**config.mk**
```make
export PLATFORM = sky130hd
export DESIGN_NAME = soc_run_monitor
export DESIGN_NICKNAME = d
export VERILOG_FILES = /design/src/rtl/soc_pkg.sv /design/src/rtl/sync_fifo.sv /design/src/rtl/soc_run_monitor.sv
export SDC_FILE = /design/constraint.sdc
export NUM_CORES = 1
export LEC_CHECK = 0
export CAP_MARGIN = 10
export CORE_MARGIN = 1
export CORE_UTILIZATION = 50
export CTS_CLUSTER_DIAMETER = 50
export DETAILED_ROUTE_END_ITERATION = 6
export PLACE_DENSITY = 0.74
export SETUP_SLACK_MARGIN = 0.05
export SLEW_MARGIN = 40
export SYNTH_ARGS = -nofsm -noshare
export SYNTH_HDL_FRONTEND = slang
export SYNTH_SLANG_ARGS = --single-unit
```
**constraint.sdc**
```tcl
create_clock -name clk -period 7.9 [get_ports clk]
set_clock_uncertainty 0.2 [all_clocks]
set_input_delay 0.79 -clock clk [delete_from_list [all_inputs] [get_ports clk]]
set_output_delay 0.79 -clock clk [all_outputs]
set_load 0.005 [all_outputs]
```
**src/rtl/soc_pkg.sv**
```systemverilog
// Shared types and constants for the run monitor: verdict states, default
// bus addresses and LED pattern helpers.
package soc_pkg;

  typedef enum logic [1:0] {RUN, PASS, FAIL, TIMEOUT} mon_state_e;

  localparam logic [31:0] TOHOST_ADDR_DEF  = 32'h0000_1000;
  localparam logic [31:0] CONSOLE_ADDR_DEF = 32'h0000_1004;

  // Alternating pattern anchored so the MSB is always 1, for any width.
  function automatic logic [63:0] led_alt(input int w);
    logic [63:0] p;
    p = '0;
    for (int i = 0; i < w; i++) p[i] = (((w - 1 - i) % 2) == 0);
    return p;
  endfunction

endpackage

```
**src/rtl/sync_fifo.sv**
```systemverilog
// Show-ahead synchronous FIFO; pointers carry one extra wrap bit so full and
// empty are distinguished without a separate count.
module sync_fifo #(
  parameter int WIDTH = 8,
  parameter int DEPTH = 16
) (
  input  logic             clk,
  input  logic             reset,
  input  logic             i_push,
  input  logic             i_pop,
  input  logic [WIDTH-1:0] i_data,
  output logic [WIDTH-1:0] o_data,
  output logic             o_full,
  output logic             o_empty
);
  localparam int AW = $clog2(DEPTH);

  logic [AW:0]      r_wptr, r_rptr;
  logic [WIDTH-1:0] r_mem [DEPTH];
  logic             w_do_pop, w_do_push;

  assign o_empty   = (r_wptr == r_rptr);
  assign o_full    = (r_wptr[AW] != r_rptr[AW]) && (r_wptr[AW-1:0] == r_rptr[AW-1:0]);
  assign w_do_pop  = i_pop && !o_empty;
  // A pop in the same cycle frees the slot, so a push into a full FIFO still lands.
  assign w_do_push = i_push && (!o_full || w_do_pop);
  assign o_data    = r_mem[r_rptr[AW-1:0]];

  always_ff @(posedge clk) begin
    if (reset) begin
      r_wptr <= '0;
      r_rptr <= '0;
    end else begin
      if (w_do_push) r_wptr <= r_wptr + 1'b1;
      if (w_do_pop)  r_rptr <= r_rptr + 1'b1;
    end
  end

  always_ff @(posedge clk) begin
    if (w_do_push) r_mem[r_wptr[AW-1:0]] <= i_data;
  end

endmodule

```
**src/rtl/soc_run_monitor.sv**
```systemverilog
// Run-control monitor on the CPU data bus: cycle count, TOHOST verdict,
// cycle-limit timeout, console byte FIFO and LED status.
module soc_run_monitor
  import soc_pkg::*;
#(
  parameter int                  ADDR_W       = 32,
  parameter int                  DATA_W       = 32,
  parameter int                  CYCLE_W      = 32,
  parameter logic [CYCLE_W-1:0]  MAX_CYCLES   = CYCLE_W'(200),
  parameter logic [ADDR_W-1:0]   TOHOST_ADDR  = ADDR_W'(TOHOST_ADDR_DEF),
  parameter logic [ADDR_W-1:0]   CONSOLE_ADDR = ADDR_W'(CONSOLE_ADDR_DEF),
  parameter int                  CON_DEPTH    = 16,
  parameter int                  LED_W        = 4,
  parameter int                  HB_BIT       = 3
) (
  input  logic                clk,
  input  logic                reset,
  input  logic                enable,
  input  logic [ADDR_W-1:0]   mem_addr,
  input  logic [DATA_W/8-1:0] mem_wstrb,
  input  logic [DATA_W-1:0]   mem_wdata,
  output logic                done,
  output logic                pass,
  output logic [DATA_W-2:0]   fail_code,
  output logic [CYCLE_W-1:0]  cycles,
  output logic [LED_W-1:0]    led,
  output logic                con_valid,
  output logic [7:0]          con_data,
  input  logic                con_ready,
  output logic                con_overflow
);
  localparam logic [CYCLE_W-1:0] LIMIT   = MAX_CYCLES - 1'b1;
  localparam logic [LED_W-1:0]   LED_ALT = LED_W'(led_alt(LED_W));

  mon_state_e          r_state, w_state_nxt;
  logic [CYCLE_W-1:0]  r_cycles;
  logic [DATA_W-2:0]   r_fail_code;
  logic                r_overflow;
  logic                w_tohost, w_con_push, w_limit, w_full, w_empty, w_unused;

  assign w_unused   = ^mem_addr[1:0];
  // Only odd TOHOST values are verdicts; even values are ignored entirely.
  assign w_tohost   = (|mem_wstrb) && mem_wdata[0]
                      && (mem_addr[ADDR_W-1:2] == TOHOST_ADDR[ADDR_W-1:2]);
  assign w_con_push = mem_wstrb[0] && (mem_addr[ADDR_W-1:2] == CONSOLE_ADDR[ADDR_W-1:2]);
  assign w_limit    = enable && (r_cycles == LIMIT);

  always_ff @(posedge clk) begin
    if (reset) r_state <= RUN;
    else       r_state <= w_state_nxt;
  end

  always_comb begin
    w_state_nxt = r_state;
    if (r_state == RUN) begin
      if (w_tohost)     w_state_nxt = (mem_wdata == DATA_W'(1)) ? PASS : FAIL;
      else if (w_limit) w_state_nxt = TIMEOUT;
    end
  end

  always_ff @(posedge clk) begin
    if (reset) begin
      r_cycles    <= '0;
      r_fail_code <= '0;
      r_overflow  <= 1'b0;
    end else begin
      if (r_state == RUN && enable) r_cycles <= r_cycles + 1'b1;
      if (r_state == RUN && w_tohost && mem_wdata != DATA_W'(1))
        r_fail_code <= mem_wdata[DATA_W-1:1];
      if (w_con_push && w_full && !(con_valid && con_ready)) r_overflow <= 1'b1;
    end
  end

  always_comb begin
    led = '0;
    case (r_state)
      RUN:     led[0] = r_cycles[HB_BIT];
      PASS:    led = '1;
      FAIL:    led = {1'b1, r_fail_code[LED_W-2:0]};
      TIMEOUT: led = LED_ALT;
      default: led = '0;
    endcase
  end

  sync_fifo #(.WIDTH(8), .DEPTH(CON_DEPTH)) u_con_fifo (
    .clk     (clk),
    .reset   (reset),
    .i_push  (w_con_push),
    .i_pop   (con_ready),
    .i_data  (mem_wdata[7:0]),
    .o_data  (con_data),
    .o_full  (w_full),
    .o_empty (w_empty)
  );

  assign con_valid    = !w_empty;
  assign con_overflow = r_overflow;
  assign done         = (r_state != RUN);
  assign pass         = (r_state == PASS);
  assign fail_code    = r_fail_code;
  assign cycles       = r_cycles;

endmodule

```
## Word level (Yosys, flattened, before mapping)

Memory sizes are Yosys's and may differ from the RTL's. A register that Yosys moved wholly into a read port is not among the register bits.
Cells that the tools add are included.

| operators by class | value |
|---|---|
| reductions and logical operators | 21 |
| add/subtract/negate cells | 3 |
| equal/unequal tests | 11 |
| mux-type cells | 9 |

Operators by type and width:

| kind | number |
|---|---|
| == test 30 x 11 -> 1 bit (second input constant) | 2 |
| adder 32 x 1 -> 32 bit (second input constant) | 1 |
| == test 32 x 1 -> 1 bit (second input constant) | 1 |
| == test 32 x 8 -> 1 bit (second input constant) | 1 |
| != test 32 x 1 -> 1 bit (second input constant) | 1 |
| logical AND 1 bit | 12 |
| adder 5 x 1 -> 5 bit (second input constant) | 2 |
| one-hot mux 3 bit (3 select lines) | 1 |
| 2-to-1 mux 4 bit | 2 |
| 2-to-1 mux 2 bit | 3 |
| == test 5 bit | 1 |
| == test 2 bit (second input constant) | 2 |
| == test 4 bit | 1 |
| one-hot mux 1 bit (4 select lines) | 1 |
| nonzero test 2 bit | 2 |
| OR reduction 4 bit | 1 |
| logical NOT 1 bit | 3 |
| == test 2 x 1 -> 1 bit (second input constant) | 1 |
| logical NOT 2 bit | 1 |
| 2-to-1 mux 1 bit | 2 |
| AND reduction 2 bit | 1 |
| logical OR 1 bit | 1 |
| != test 1 bit | 1 |

| word-level totals | value |
|---|---|
| input bits | 72 |
| memory bits (writable) | 128 |
| memories kept | 1 |
| bits in registers | 76 |
| output and inout bits | 79 |
| logic and storage cells | 51 |

Memory list:

| memory | depth | width | read ports | clocked after memory_dff | wr ports | line | text |
|---|---|---|---|---|---|---|---|
| u_con_fifo.r_mem | 16 | 8 | 1 | 1 | 1 | sync_fifo.sv:19 | `logic [WIDTH-1:0] r_mem [DEPTH];` |

## Logic depth before layout (Yosys ltp)

Gate-level depths: netlist of the first run.

| depth | value |
|---|---|
| depth in word-level cells | 7 |
| gate-level depth with buffers | 7 |
| gate-level depth less buffers | 5 |

## Modules after synthesis

A second synthesis of the first run with hierarchy kept.

| unflattened totals | value |
|---|---|
| cell total of the unflattened synthesis | 640 |
| area total of the unflattened synthesis | 9024.9 um2 |

By module, submodules not included:

| module | cells an instance | times used | seq. area each (um2) | area each (um2) |
|---|---|---|---|---|
| sync_fifo | 263 | 1 | 4124.0 | 5711.7 |
| soc_run_monitor | 377 | 1 | 1321.3 | 3313.2 |

## Least setup slack after synthesis of the first run

OpenSTA, ideal clock, no wires.

| timing path | value |
|---|---|
| kind | input-to-reg |
| from | input mem_addr[13] |
| to | memory u_con_fifo.r_mem[0][0], enable pin |
| setup time | 0.383 ns |
| arrival time | 2.667 ns |
| path slack | 4.650 ns |
| path buffers | 0 |
| data required time | 7.317 ns |
| stages | 5 |
| path through | nor4b_1 -> nand4_1 -> a2111oi_2 -> nand2_1 -> nor3_1 |

| on the way | value |
|---|---|
| cells in the longest elaborated chain, start to end | 5 |

Ends and longest elaborated chain:

| item | line | text |
|---|---|---|
| start, declared | soc_run_monitor.sv:19 | `input logic [ADDR_W-1:0] mem_addr,` |
| == test 30 x 11 -> 1 bit | soc_run_monitor.sv:45 | `assign w_con_push = mem_wstrb[0] && (mem_addr[ADDR_W-1:2] == CONSOLE_ADDR[ADDR_W-1:2]);` |
| logical AND 1 bit | soc_run_monitor.sv:45 |  |
| logical AND 1 bit | sync_fifo.sv:26 | `assign w_do_push = i_push && (!o_full \|\| w_do_pop);` |
| 2-to-1 mux 1 bit | sync_fifo.sv:40 | `if (w_do_push) r_mem[r_wptr[AW-1:0]] <= i_data;` |
| 2-to-1 mux 1 bit (not written as such) | sync_fifo.sv:40 |  |
| end, declared | sync_fifo.sv:19 |  |

Every way passes these cells.

==> results.yml, run 1 <==
run_status:
  status: "finished clean"
cts:
  post_cts_resized: 0
  clk_pin_slew_ps: 60
  cts_tree: "yes"
  htreeDepth: 1
  cts.sinks: 208
  numCtsBuffers: 22
  cts_root_buf: "clkbuf_16"
  clockBufferDepth: 3
  clk_latency_ps: 510
  holdBufCountCts: 0
  post-cts-setup-buffers: 0
timing:
  setup_violations: 0
  post-route-period-util: 0.497
  slew_headroom: 0.461
  rsz0062_at_grt: "false"
  slew_viol_final: 0
  fin_setup_tns_ps: 0
  hold_viol_final: 0
  max_freq_mhz: 255
  post-route-min-period_ps: 3930
  worst_slack_ps: 3970
  worst_slew_pin_slew_ps: 806
worst_setup_path:
  crit_top_cell: "mux4_2"
  critPathBufInv: 2
  start_kind: "flop"
  crit_type: "reg -> out"
  critPathTopFamily: "multiplexers"
  r2r_cells: 5
  cp_slowest_cell: "mux4_2"
  cp_cell_sequence: "buf_4 > mux4_2 > mux4_2 > clkdlybuf4s50_1"
  r2r_end: "u_con_fifo.r_mem[13][2]$_DFFE_PP_"
  critPathMaxFanout: 32
  cp_slowest_stage_delay_ps: 620
  r2r-start: "u_con_fifo.r_wptr[2]$_SDFFE_PP0P_"
  required_ps: 6910
  arrival_ps: 2940
  critical_path_cell_count: 4
  crit_path_end_kind: "output pin"
  r2r_slack_ps: 4760
min_path:
  min-delay-start: "fail_code[4]$_SDFFE_PP0P_"
  hold_depth: 2
  min_to: "fail_code[4]$_SDFFE_PP0P_"
  hold_class: "reg -> reg"
global_routing:
  grt_use_total: 0.228
  grt_max_degree: 109
  antenna_found_initial: 0
  overflow: 0
  grt_pass1_wl_um: 31200
  grt_pass1_vias: 5857
floorplan:
  io_pins: 151
  die_w_um: 134
  core-area_sq_mm: 0.0172
  initial_utilization: 0.509
  die_h_um: 134
  rows: 48
  die_area_sq_mm: 0.0181
synth:
  synth_largest_area_cell: "edfxtp_1"
  synth_area_leaders: "edfxtp_1 44%, dfxtp_1 18%, mux4_2 10%"
  synthTopCellsByCount: "128 x edfxtp_1, 80 x dfxtp_1, 64 x nand2b_1, 59 x nor2_1, 40 x mux4_2"
  synth_ff_type: "edfxtp_1"
  syn_nets: 710
  synth_warnings: 0
  syn_inst: 632
  ys_seq_elements: 208
  synth_edf_count: 128
  syn_area_per_cell_sq_um: 13.9
  async_flop_share: 0
  synth_cell_type_count: 42
  synth_area_sq_mm: 0.00878
  ys_seq_area_frac: 0.620
  yosysMostFrequentCell: "edfxtp_1"
  yosys.area.top_type_share: 0.438
power:
  combPwrFrac: 0.032
  p_clk_frac: 0.460
  intPower_mw: 1.81
  power.net_switching_uw: 457
  seqPwrFrac: 0.508
  power.share.switching: 0.201
  ir_drop_mv: 0.130
  p_per_area_mw_per_mm2: 202
  leakagePower_nw: 3.60
finish:
  multiInputGateArea_sq_mm: 0.00318
  diodes: 0
  nFillCells: 1173
  nNetsFinal: 855
  regArea_sq_mm: 0.00545
  drive_gt1_frac: 0.125
  area_delta_synth_final_pct: 27.7
drt:
  drt-initial-drc-count: 382
  viasPerCell: 5.60
  routedWlPerCell_um: 19.4
  wl_um: 19700
  ant_nets: 0
  via_count: 5704
  drc: 0
  drtPass1Iterations: 4
placed_design:
  routabilityCongestion: 0.856
  dpl_worst_slack_ps: 3660
  port_buffers: 148
  hpwl_um: 13100
flow_run:
  cap_viol_max_count: 0
[how the worst max path moves through the flow]
stage / endpoint
after floorplan: u_con_fifo.r_mem[0][0]$_DFFE_PP_
after global placement: u_con_fifo.r_mem[4][2]$_DFFE_PP_
after detailed placement: u_con_fifo.r_mem[10][5]$_DFFE_PP_
after CTS: con_data[1]
after global routing: con_data[1]
final: con_data[1]
[sequential cells by signal, summed over array words and instances (netlist names), named ones only]
register           count
cycles                32
u_con_fifo.r_wptr      5
fail_code             31
con_overflow           1
u_con_fifo.r_mem     128
r_state                2
u_con_fifo.r_rptr      5
[worst min-delay path, cell delays in order (launching register included)]
cell      delay [ps]
dfxtp_1          310
nand2b_1          60
mux2i_1           60
[layout by cell type (no fill, tap or decap), types with 8 or more instances in the layout]
cell type	count
xor2_1	27
and2_1	9
dfxtp_1	78
and4_1	8
clkbuf_16	22
mux4_2	40
nor4_1	21
nand2_1	20
nor3_1	11
nor2_1	49
nor2_2	10
xnor2_1	14
clkdlybuf4s50_1	147
nand4_1	25
a21oi_1	8
nand2b_1	64
mux2i_1	33
edfxtp_1	128
[cell families (layout without fill, tap and decap cells)]
kind of cell               Yosys count  in the layout  share of synthesized area
AOI/OAI and AO/OA                   19             19                     0.0138
xor gates and xnor gates            41             41                     0.0409
adders and majority gates            6              6                    0.00855
buffers and inverters               40            201                     0.0205
DFF                                208            208                      0.620
muxes                               73             73                      0.140
and+or+nand+nor                    245            245                      0.156
[area by class of cell]
type                       count  area share
inverter                       5     0.00167
multi-input combinational    384       0.283
tap                          225      0.0251
clock inverter                14      0.0157
clock buffer                  26      0.0505
timing repair buffer         156       0.137
sequential                   208       0.486
[layer usage]
| layer | up-vias | track usage | share of wire |
|---|---|---|---|
| met1 | 2802 | 0.288 | 0.41 |
| met2 | 221 | 0.397 | 0.50 |
| li1 | 2649 | - | - |
| met5 | - | 0 | 0 |
| met4 | 0 | 0.0662 | 0.023 |
| met3 | 32 | 0.0473 | 0.074 |
[power groups by stage]
stage / combinational (mW) / sequential, mW / clock [mW]
floorplan: 0.0195 / 1.18 / 0
global placement: 0.0703 / 1.18 / 0
detailed placement: 0.0722 / 1.18 / 0
CTS: 0.0725 / 1.15 / 1.07
global route: 0.0780 / 1.15 / 1.10
finish: 0.0719 / 1.15 / 1.04
[stage by stage]
step / std cells / hold WS (ps) / power, mW / util / instance area, sq um
global placement: 978 / 258 / 1.25 / 0.605 / 10400
CTS: 1018 / 280 / 2.29 / 0.650 / 11200
global route: 1018 / 296 / 2.33 / 0.650 / 11200
detailed placement: 978 / 267 / 1.25 / 0.606 / 10500
floorplan: 632 / 261 / 1.20 / - / 8780
finish: 1018 / 273 / 2.27 / 0.650 / 11200
Note: power is estimated with default switching activity, not from simulation.
==> run 2, diff against run 1 <==
--- a/config.mk
+++ b/config.mk
@@ -7,7 +7,7 @@
 export LEC_CHECK = 0
 export CAP_MARGIN = 10
 export CORE_MARGIN = 1
-export CORE_UTILIZATION = 50
+export CORE_UTILIZATION = 48
 export CTS_CLUSTER_DIAMETER = 50
 export DETAILED_ROUTE_END_ITERATION = 6
 export PLACE_DENSITY = 0.74
==> constraint.sdc (replaced) <==
create_clock -name clk -period 3.2 [get_ports clk]
set_clock_uncertainty 0.2 [all_clocks]
set_input_delay 0.32 -clock clk [delete_from_list [all_inputs] [get_ports clk]]
set_output_delay 0.32 -clock clk [all_outputs]
set_load 0.005 [all_outputs]
==> results.yml, run 2 (synthesis results as in run 1) <==
drt:
  wirelength_met1_um: 8570
  viasPerCell: 5.52
  top_layer: "met4"
  wl_um: 21100
  drt-initial-drc-count: 341
  drc: 0
  ant_nets: 0
  routedWlPerCell_um: 20.0
  met3_length_um: 1400
  drtPass1Iterations: 4
  wl_met2_um: 10800
  via_count: 5819
worst_setup_path:
  crit_path_end_kind: "output pin"
  cp_slowest_cell: "mux4_2"
  r2r_slack_ps: 700
  critPathMaxFanout: 10
  r2r_end: "u_con_fifo.r_mem[0][1]$_DFFE_PP_"
  arrival_ps: 2570
  r2r-start: "u_con_fifo.r_wptr[2]$_SDFFE_PP0P_"
  cp_slowest_stage_delay_ps: 490
  crit_type: "reg -> out"
  required_ps: 2680
  cp-endpoint: "con_data[0]"
  r2r_cells: 7
  crit_top_cell: "mux4_2"
  cp_cell_sequence: "buf_12 > mux4_2 > mux4_2 > clkdlybuf4s50_1"
  start_kind: "flop"
cts:
  clk_pin_slew_ps: 60
  clockBufferDepth: 3
  holdBufCountCts: 0
  cts_root_buf: "clkbuf_16"
  clk_latency_ps: 490
  cts.sinks: 208
  cts_tree: "yes"
  htreeDepth: 1
  numCtsBuffers: 22
finish:
  fin_area_sq_mm: 0.0116
  diodes: 0
  fin_util: 0.643
  nNetsFinal: 888
  drive_gt1_frac: 0.148
  nFillCells: 1296
  area_delta_synth_final_pct: 31.7
  mostFrequentLayoutCell: "clkdlybuf4s50_1"
  stdcell_count: 1055
  largest_reg_flops: 128
  multiInputGateArea_sq_mm: 0.00315
  layout_common_cells: "141 x clkdlybuf4s50_1, 128 x edfxtp_1, 79 x dfxtp_1"
  regArea_sq_mm: 0.00545
timing:
  slew_viol_final: 0
  setup_violations: 0
  post-route-min-period_ps: 3090
  slew_headroom: 0.577
  post-route-period-util: 0.966
  hold_viol_final: 0
  rsz0062_at_grt: "true"
  worst_slack_ps: 108
  max_freq_mhz: 323
  whs_ps: 96.7
  worst_slew_pin_slew_ps: 634
  fin_setup_tns_ps: 0
global_routing:
  overflow: 0
  grt_pass1_wl_um: 32400
  grt_use_total: 0.231
  grt_pass1_vias: 6053
  grt_max_degree: 73
  antenna_found_initial: 0
placed_design:
  dpl_worst_slack_ps: 132
  hpwl_um: 14200
  routabilityCongestion: 0.833
  port_buffers: 148
  numPlacedInstances: 1008
  dpl_cell_area_sq_mm: 0.0107
power:
  power.net_switching_mw: 1.12
  intPower_mw: 4.63
  p_clk_frac: 0.471
  combPwrFrac: 0.034
  leakagePower_nw: 3.85
  p_per_area_mw_per_mm2: 497
  power.share.switching: 0.194
  p_total_mw: 5.75
  seqPwrFrac: 0.495
  ir_drop_mv: 0.381
floorplan:
  die_h_um: 137
  die_w_um: 137
  io_pins: 151
  initial_utilization: 0.489
  core-area_sq_mm: 0.0180
  die_area_sq_mm: 0.0188
  rows: 49
flow_run:
  cap_viol_max_count: 0
run_status:
  status: "finished clean"
min_path:
  hold_class: "in -> reg"
[run 2: cell types whose count changed in the layout (fill, tap and decap cells not counted), moves of 2 or more]
| cell | delta |
|---|---|
| nor2_1 | +10 |
| dlymetal6s2s_1 | +4 |
| nor2_2 | -10 |
| clkbuf_1 | +2 |
| clkinv_1 | -3 |
| clkdlybuf4s50_1 | -6 |
| buf_4 | +29 |
| buf_12 | +4 |
| dlygate4sd2_1 | +2 |
[run 2: metal layers]
metal	vias up	global-route usage
li1	2706	-
met1	2871	0.289
met2	216	0.410
met3	26	0.0401
met4	0	0.0672
met5	-	0
[run 2: worst max-delay path, delay by kind of cell (launching register included)]
kind                   cells  cell delay, ps
muxes                      2             980
buffers and inverters      2             650
DFF                        1             450
[run 2: power by group through the flow]
stage	Combinational, mW	Sequential, mW	Clock (mW)
floorplan	0.0480	2.90	0
global placement	0.188	2.90	0
detailed placement	0.194	2.90	0
CTS	0.195	2.84	2.75
global route	0.207	2.84	2.85
finish	0.194	2.84	2.71
[run 2: layout make-up]
type,instances,area share
multi-input cells,384,0.273
well taps,229,0.0248
clock buffers,30,0.0529
clock inverters,10,0.0147
flip-flops and latches,208,0.472
inverters,5,0.00162
repair buffers,189,0.162
[run 2: how the worst min path moves through the flow]
stage | from | to | cells past startpoint
floorplan | mem_wdata[0] | u_con_fifo.r_mem[0][0]$_DFFE_PP_ | 0
global placement | fail_code[28]$_SDFFE_PP0P_ | fail_code[28]$_SDFFE_PP0P_ | 2
detailed placement | fail_code[14]$_SDFFE_PP0P_ | fail_code[14]$_SDFFE_PP0P_ | 2
CTS | mem_wdata[8] | fail_code[7]$_SDFFE_PP0P_ | 3
global route | reset | flop | 2
finish | reset | flop | 2
[run 2: repair_timing]
action                     CTS  global route
setup endpoints to repair    8             5
resized for setup            4             5
hold endpoints to repair     0             0
buffers inserted             3             3
cloned                       1             0
pin swaps                    0             0
==> run 3, diff against run 2 <==
--- a/config.mk
+++ b/config.mk
@@ -11,6 +11,7 @@
 export CTS_CLUSTER_DIAMETER = 50
 export DETAILED_ROUTE_END_ITERATION = 6
 export PLACE_DENSITY = 0.74
+export RECOVER_POWER = 25
 export SETUP_SLACK_MARGIN = 0.05
 export SLEW_MARGIN = 40
 export SYNTH_ARGS = -nofsm -noshare
==> results.yml, run 3 (synthesis results as in run 1) <==
run_status:
  status: "finished clean"
power:
  leakagePower_nw: 3.83
  p_total_mw: 5.74
  p_per_area_mw_per_mm2: 498
  ir_drop_mv: 0.382
finish:
  drive_gt1_frac: 0.139
  mostFrequentLayoutCell: "clkdlybuf4s50_1"
  diodes: 0
  area_delta_synth_final_pct: 31.4
  nNetsFinal: 888
  largest_reg_flops: 128
  nFillCells: 1308
  layout_common_cells: "134 x clkdlybuf4s50_1, 128 x edfxtp_1, 79 x dfxtp_1"
floorplan:
  initial_utilization: 0.489
  die_area_sq_mm: 0.0188
  io_pins: 151
  die_w_um: 137
  core-area_sq_mm: 0.0180
  die_h_um: 137
  rows: 49
worst_setup_path:
  start_kind: "flop"
  critPathMaxFanout: 10
  crit_path_end_kind: "output pin"
  crit_type: "reg -> out"
  arrival_ps: 2570
  r2r_cells: 7
  required_ps: 2680
drt:
  routedWlPerCell_um: 20.1
  wl_um: 21200
  drc: 0
  drtPass1Iterations: 5
  via_count: 5832
  ant_nets: 0
  viasPerCell: 5.53
  drt-initial-drc-count: 311
timing:
  rsz0062_at_grt: "true"
  slew_headroom: 0.354
  post-route-period-util: 0.965
  max_freq_mhz: 324
  setup_violations: 0
  worst_slack_ps: 113
  fin_setup_tns_ps: 0
  hold_viol_final: 0
  slew_viol_final: 0
  worst_slew_pin_slew_ps: 970
  post-route-min-period_ps: 3090
cts:
  htreeDepth: 1
  clk_latency_ps: 500
  cts_tree: "yes"
  holdBufCountCts: 0
  cts_root_buf: "clkbuf_16"
  cts.sinks: 208
  numCtsBuffers: 22
  clk_pin_slew_ps: 60
  clockBufferDepth: 3
global_routing:
  overflow: 0
  grt_pass1_vias: 6053
  grt_max_degree: 73
  antenna_found_initial: 0
  grt_use_total: 0.231
  grt_pass1_wl_um: 32400
placed_design:
  routabilityCongestion: 0.833
  port_buffers: 148
  hpwl_um: 14200
  dpl_worst_slack_ps: 132
min_path:
  hold_depth: 2
  hold_class: "in -> reg"
flow_run:
  cap_viol_max_count: 0
[run 3: final cells by class]
type                    count  area [sq um]  area share
inverters                   5          18.8     0.00163
clock buffers              30           612      0.0531
multi-input cells         384          3150       0.273
well taps                 229           287      0.0249
flip-flops and latches    208          5450       0.473
clock inverters            10           170      0.0148
repair buffers            189          1840       0.160
[run 3: per-stage QoR]
| step | cell area [sq um] | hold WS, ps | util | instances |
|---|---|---|---|---|
| 4_1_cts | 11500 | 220 | 0.641 | 1052 |
| 6_report | 11500 | 100 | 0.642 | 1055 |
| 5_1_grt | 11500 | 156 | 0.642 | 1055 |
| 2_1_floorplan | 8780 | 219 | - | 632 |
| 3_5_place_dp | 10700 | 266 | 0.595 | 1008 |
| 3_3_place_gp | 10700 | 258 | 0.595 | 1008 |
[run 3: worst max-delay path, cell delays in order (launching register included)]
cell	delay [ps]
dfxtp_4	440
buf_12	170
mux4_2	490
mux4_2	480
clkdlybuf4s50_1	470
[run 3: where the power goes]
group          switching [mW]  internal, mW
sequential            0.00341          2.84
combinational          0.0820         0.106
clock                    1.03          1.68
[run 3: repair_timing]
| item | in CTS | in global routing |
|---|---|---|
| cloned | 1 | 0 |
| buffers inserted | 3 | 3 |
| setup endpoints to repair | 8 | 5 |
| resized for setup | 4 | 5 |
[run 3: metal layers]
| metal | share of wire | global-route usage | wire [um] | vias up |
|---|---|---|---|---|
| met5 | 0 | 0 | 0 | - |
| met2 | 0.51 | 0.410 | 10700 | 206 |
| met1 | 0.42 | 0.289 | 8830 | 2891 |
| met4 | 0.018 | 0.0672 | 382 | 0 |
| li1 | - | - | - | 2707 |
| met3 | 0.058 | 0.0401 | 1220 | 28 |
[run 3: final timing paths]
path                                           from                          endpoint  slack [ps]
setup reg to reg  u_con_fifo.r_wptr[2]$_SDFFE_PP0P_  u_con_fifo.r_mem[0][1]$_DFFE_PP_         680
hold / removal                                reset                              flop         100
setup / recovery                               flop                       con_data[0]         110
hold reg to reg          fail_code[18]$_SDFFE_PP0P_        fail_code[18]$_SDFFE_PP0P_         270
==> variant: new RTL, config.mk and constraints of run 1 <==
`ADDR_W`: 32 -> 64.
--- a/src/rtl/soc_run_monitor.sv
+++ b/src/rtl/soc_run_monitor.sv
@@ -4,5 +4,5 @@
   import soc_pkg::*;
 #(
-  parameter int                  ADDR_W       = 32,
+  parameter int                  ADDR_W       = 64,
   parameter int                  DATA_W       = 32,
   parameter int                  CYCLE_W      = 32,
Interface: changed (resized mem_addr); port bits go from 151 to 183. The function was not compared with the original's and may differ.
==> variant against run 1 <==
- synthesized cell count shrank 4.9%
- cell area grew 2.1%
- total power grew 4.5%
- setup slack lost 0.033 ns
- synthesized area shrank 1.8%
- global-route usage grew 2.1 points
- routed wire length grew 9.5%
- sequential cell count is the same
- critical path type unchanged
- maximum frequency shrank 0.84%
- hold slack gained 0.029 ns
- sequential power is essentially flat
- final cell count grew 0.49%
==> variant: results (changes against run 1) <==
[final_layout]
num-nonclk-buffers=186  ; +19%
design.seq.count=208  ; unchanged
multi_input_area_share_pct=26.5  ; -1.8 points
num-multi-input-gates=361  ; -6.0%
fin_nets=895  ; +4.7%
multiInputGateArea_sq_um=3040  ; -4.3%
clock_buffers=31  ; +19%
clock_cell_area_share_pct=7.22  ; +0.61 points
drive_gt1_share_pct=12.6  ; +0.094 points
largest_register_ffs=128  ; unchanged
n_all_inverters=4  ; -1
nonClkBufAreaFrac_pct=16.1  ; +2.3 points
regArea_sq_um=5450  ; unchanged
final.fill_count=1133  ; -3.4%

[setup_path]
worstPathArrival_ns=2.97  ; +0.03 ns
reg2reg_to=u_con_fifo.r_mem[5][5]
slowest_stage=mux4_2
rrSetupSlack_ns=5.11  ; +0.35 ns
reg2reg_from=u_con_fifo.r_wptr[3]

[synthesis]
yosysSeqAreaShare_pct=63.2  ; +1.1 points
synthTopCellsByCount=edfxtp_1, nor2_1, dfxtp_1
syn-num-nets=711  ; +0.14%
synth_ff_type=edfxtp_1
synth.distinct_cells=48  ; +14%
synth_area_leaders=edfxtp_1, dfxtp_1, mux4_2, mux2i_1, nor2_1
synthArstFlopShare_pct=0  ; unchanged
yosysWarnings=0  ; unchanged

[placed_design]
dpl_worst_slack_ns=3.95  ; +0.296 ns
gp_congestion=0.819  ; -4.3%
placed_area_sq_um=10600  ; +1.6%
dp_hpwl_um=14600  ; +12%
portBuffers=180  ; +22%

[min_path]
min-delay-start=fail_code[14]
hold_path_depth=2  ; unchanged
whs_endpoint=fail_code[14]

[sta]
max_slew_margin_pct=46.5  ; +0.41 points
setup_slack_ns=3.94  ; -0.0332 ns
hold-worst-slack_ns=0.302  ; +0.0288 ns

[pwr]
irDropWorstVdd_uv=215  ; +65%
p_sw_w=0.000481  ; +5.4%
p_leak_nw=4.13  ; +15%

[cts]
cts_buffers=24  ; +9.1%
clk-insertion-delay-late_ns=0.52
postCtsSetupRepairBufs=0  ; unchanged
clkSlewWorstSetupHoldPaths_ns=0.06  ; about the same
cts_max_path_buffers=3  ; unchanged

[run_status]
status=complete, no violations

[drt]
wl_um=21600  ; +9.5%
num_vias=5785  ; +1.4%
initialDrtViolationCount=309  ; -19%

[global_route]
gr-usage-met1_pct=30.2  ; +1.4 points
grt_max_degree=78  ; -28%
use_met3_pct=5.90  ; +1.2 points
grt_pass1_wl_um=33300  ; +6.5%
grt_pass1_vias=5974  ; +2.0%
track_usage_pct=24.9  ; +2.1 points
met2_usage_pct=44.4  ; +4.7 points

[die]
well_tap_count=220  ; -2.2%

[variant: cells by family (layout without fill, tap and decap cells)]
family	after synthesis	after routing	synth area share [%]
XOR/XNOR	40	40	4.07
adder cells (fa/ha/maj)	6	6	0.871
flip-flops	208	208	63.2
buffers and inverters	32	234	1.58
AND/OR/NAND/NOR	223	223	14.6
AO/OA/AOI/OAI	18	18	1.31
multiplexers	74	74	14.4
[variant: power groups by stage]
stage | Clock (W) | Combinational (W) | Sequential [W]
6_report | 0.00114 | 0.0000828 | 0.00115
3_3_place_gp | 0 | 0.0000801 | 0.00118
5_1_grt | 0.00120 | 0.0000878 | 0.00115
3_5_place_dp | 0 | 0.0000825 | 0.00118
4_1_cts | 0.00115 | 0.0000829 | 0.00115
2_1_floorplan | 0 | 0.0000127 | 0.00118
[variant: metrics by stage]
| step | instances | total power [W] |
|---|---|---|
| final | 1023 | 0.00237 |
| after global routing | 1023 | 0.00244 |
| after detailed placement | 979 | 0.00126 |
| after global placement | 979 | 0.00126 |
| after CTS | 1023 | 0.00239 |
| after floorplan | 601 | 0.00119 |
[variant: worst max-delay path by stage]
stage	start	end	cells past startpoint
floorplan	mem_addr[28]	u_con_fifo.r_mem[3][0]	5
global route	register	con_data[7]	4
global placement	mem_addr[7]	u_con_fifo.r_mem[4][2]	6
CTS	register	con_data[7]	4
detailed placement	mem_addr[7]	u_con_fifo.r_mem[5][4]	6
finish	register	con_data[7]	4
[variant: worst register-to-register path, stage by stage (launching register included)]
cell	delay, ns
dfxtp_1	0.50
xor2_1	0.21
nor4_2	0.10
a21oi_1	0.30
and3_1	0.50
and3_1	0.62
[variant: layer usage]
layer  wire, um  share of wire (%)
met1       8440                 39
met2      11200                 52
met3       1490                6.9
met4        481                2.2
met5          0                  0
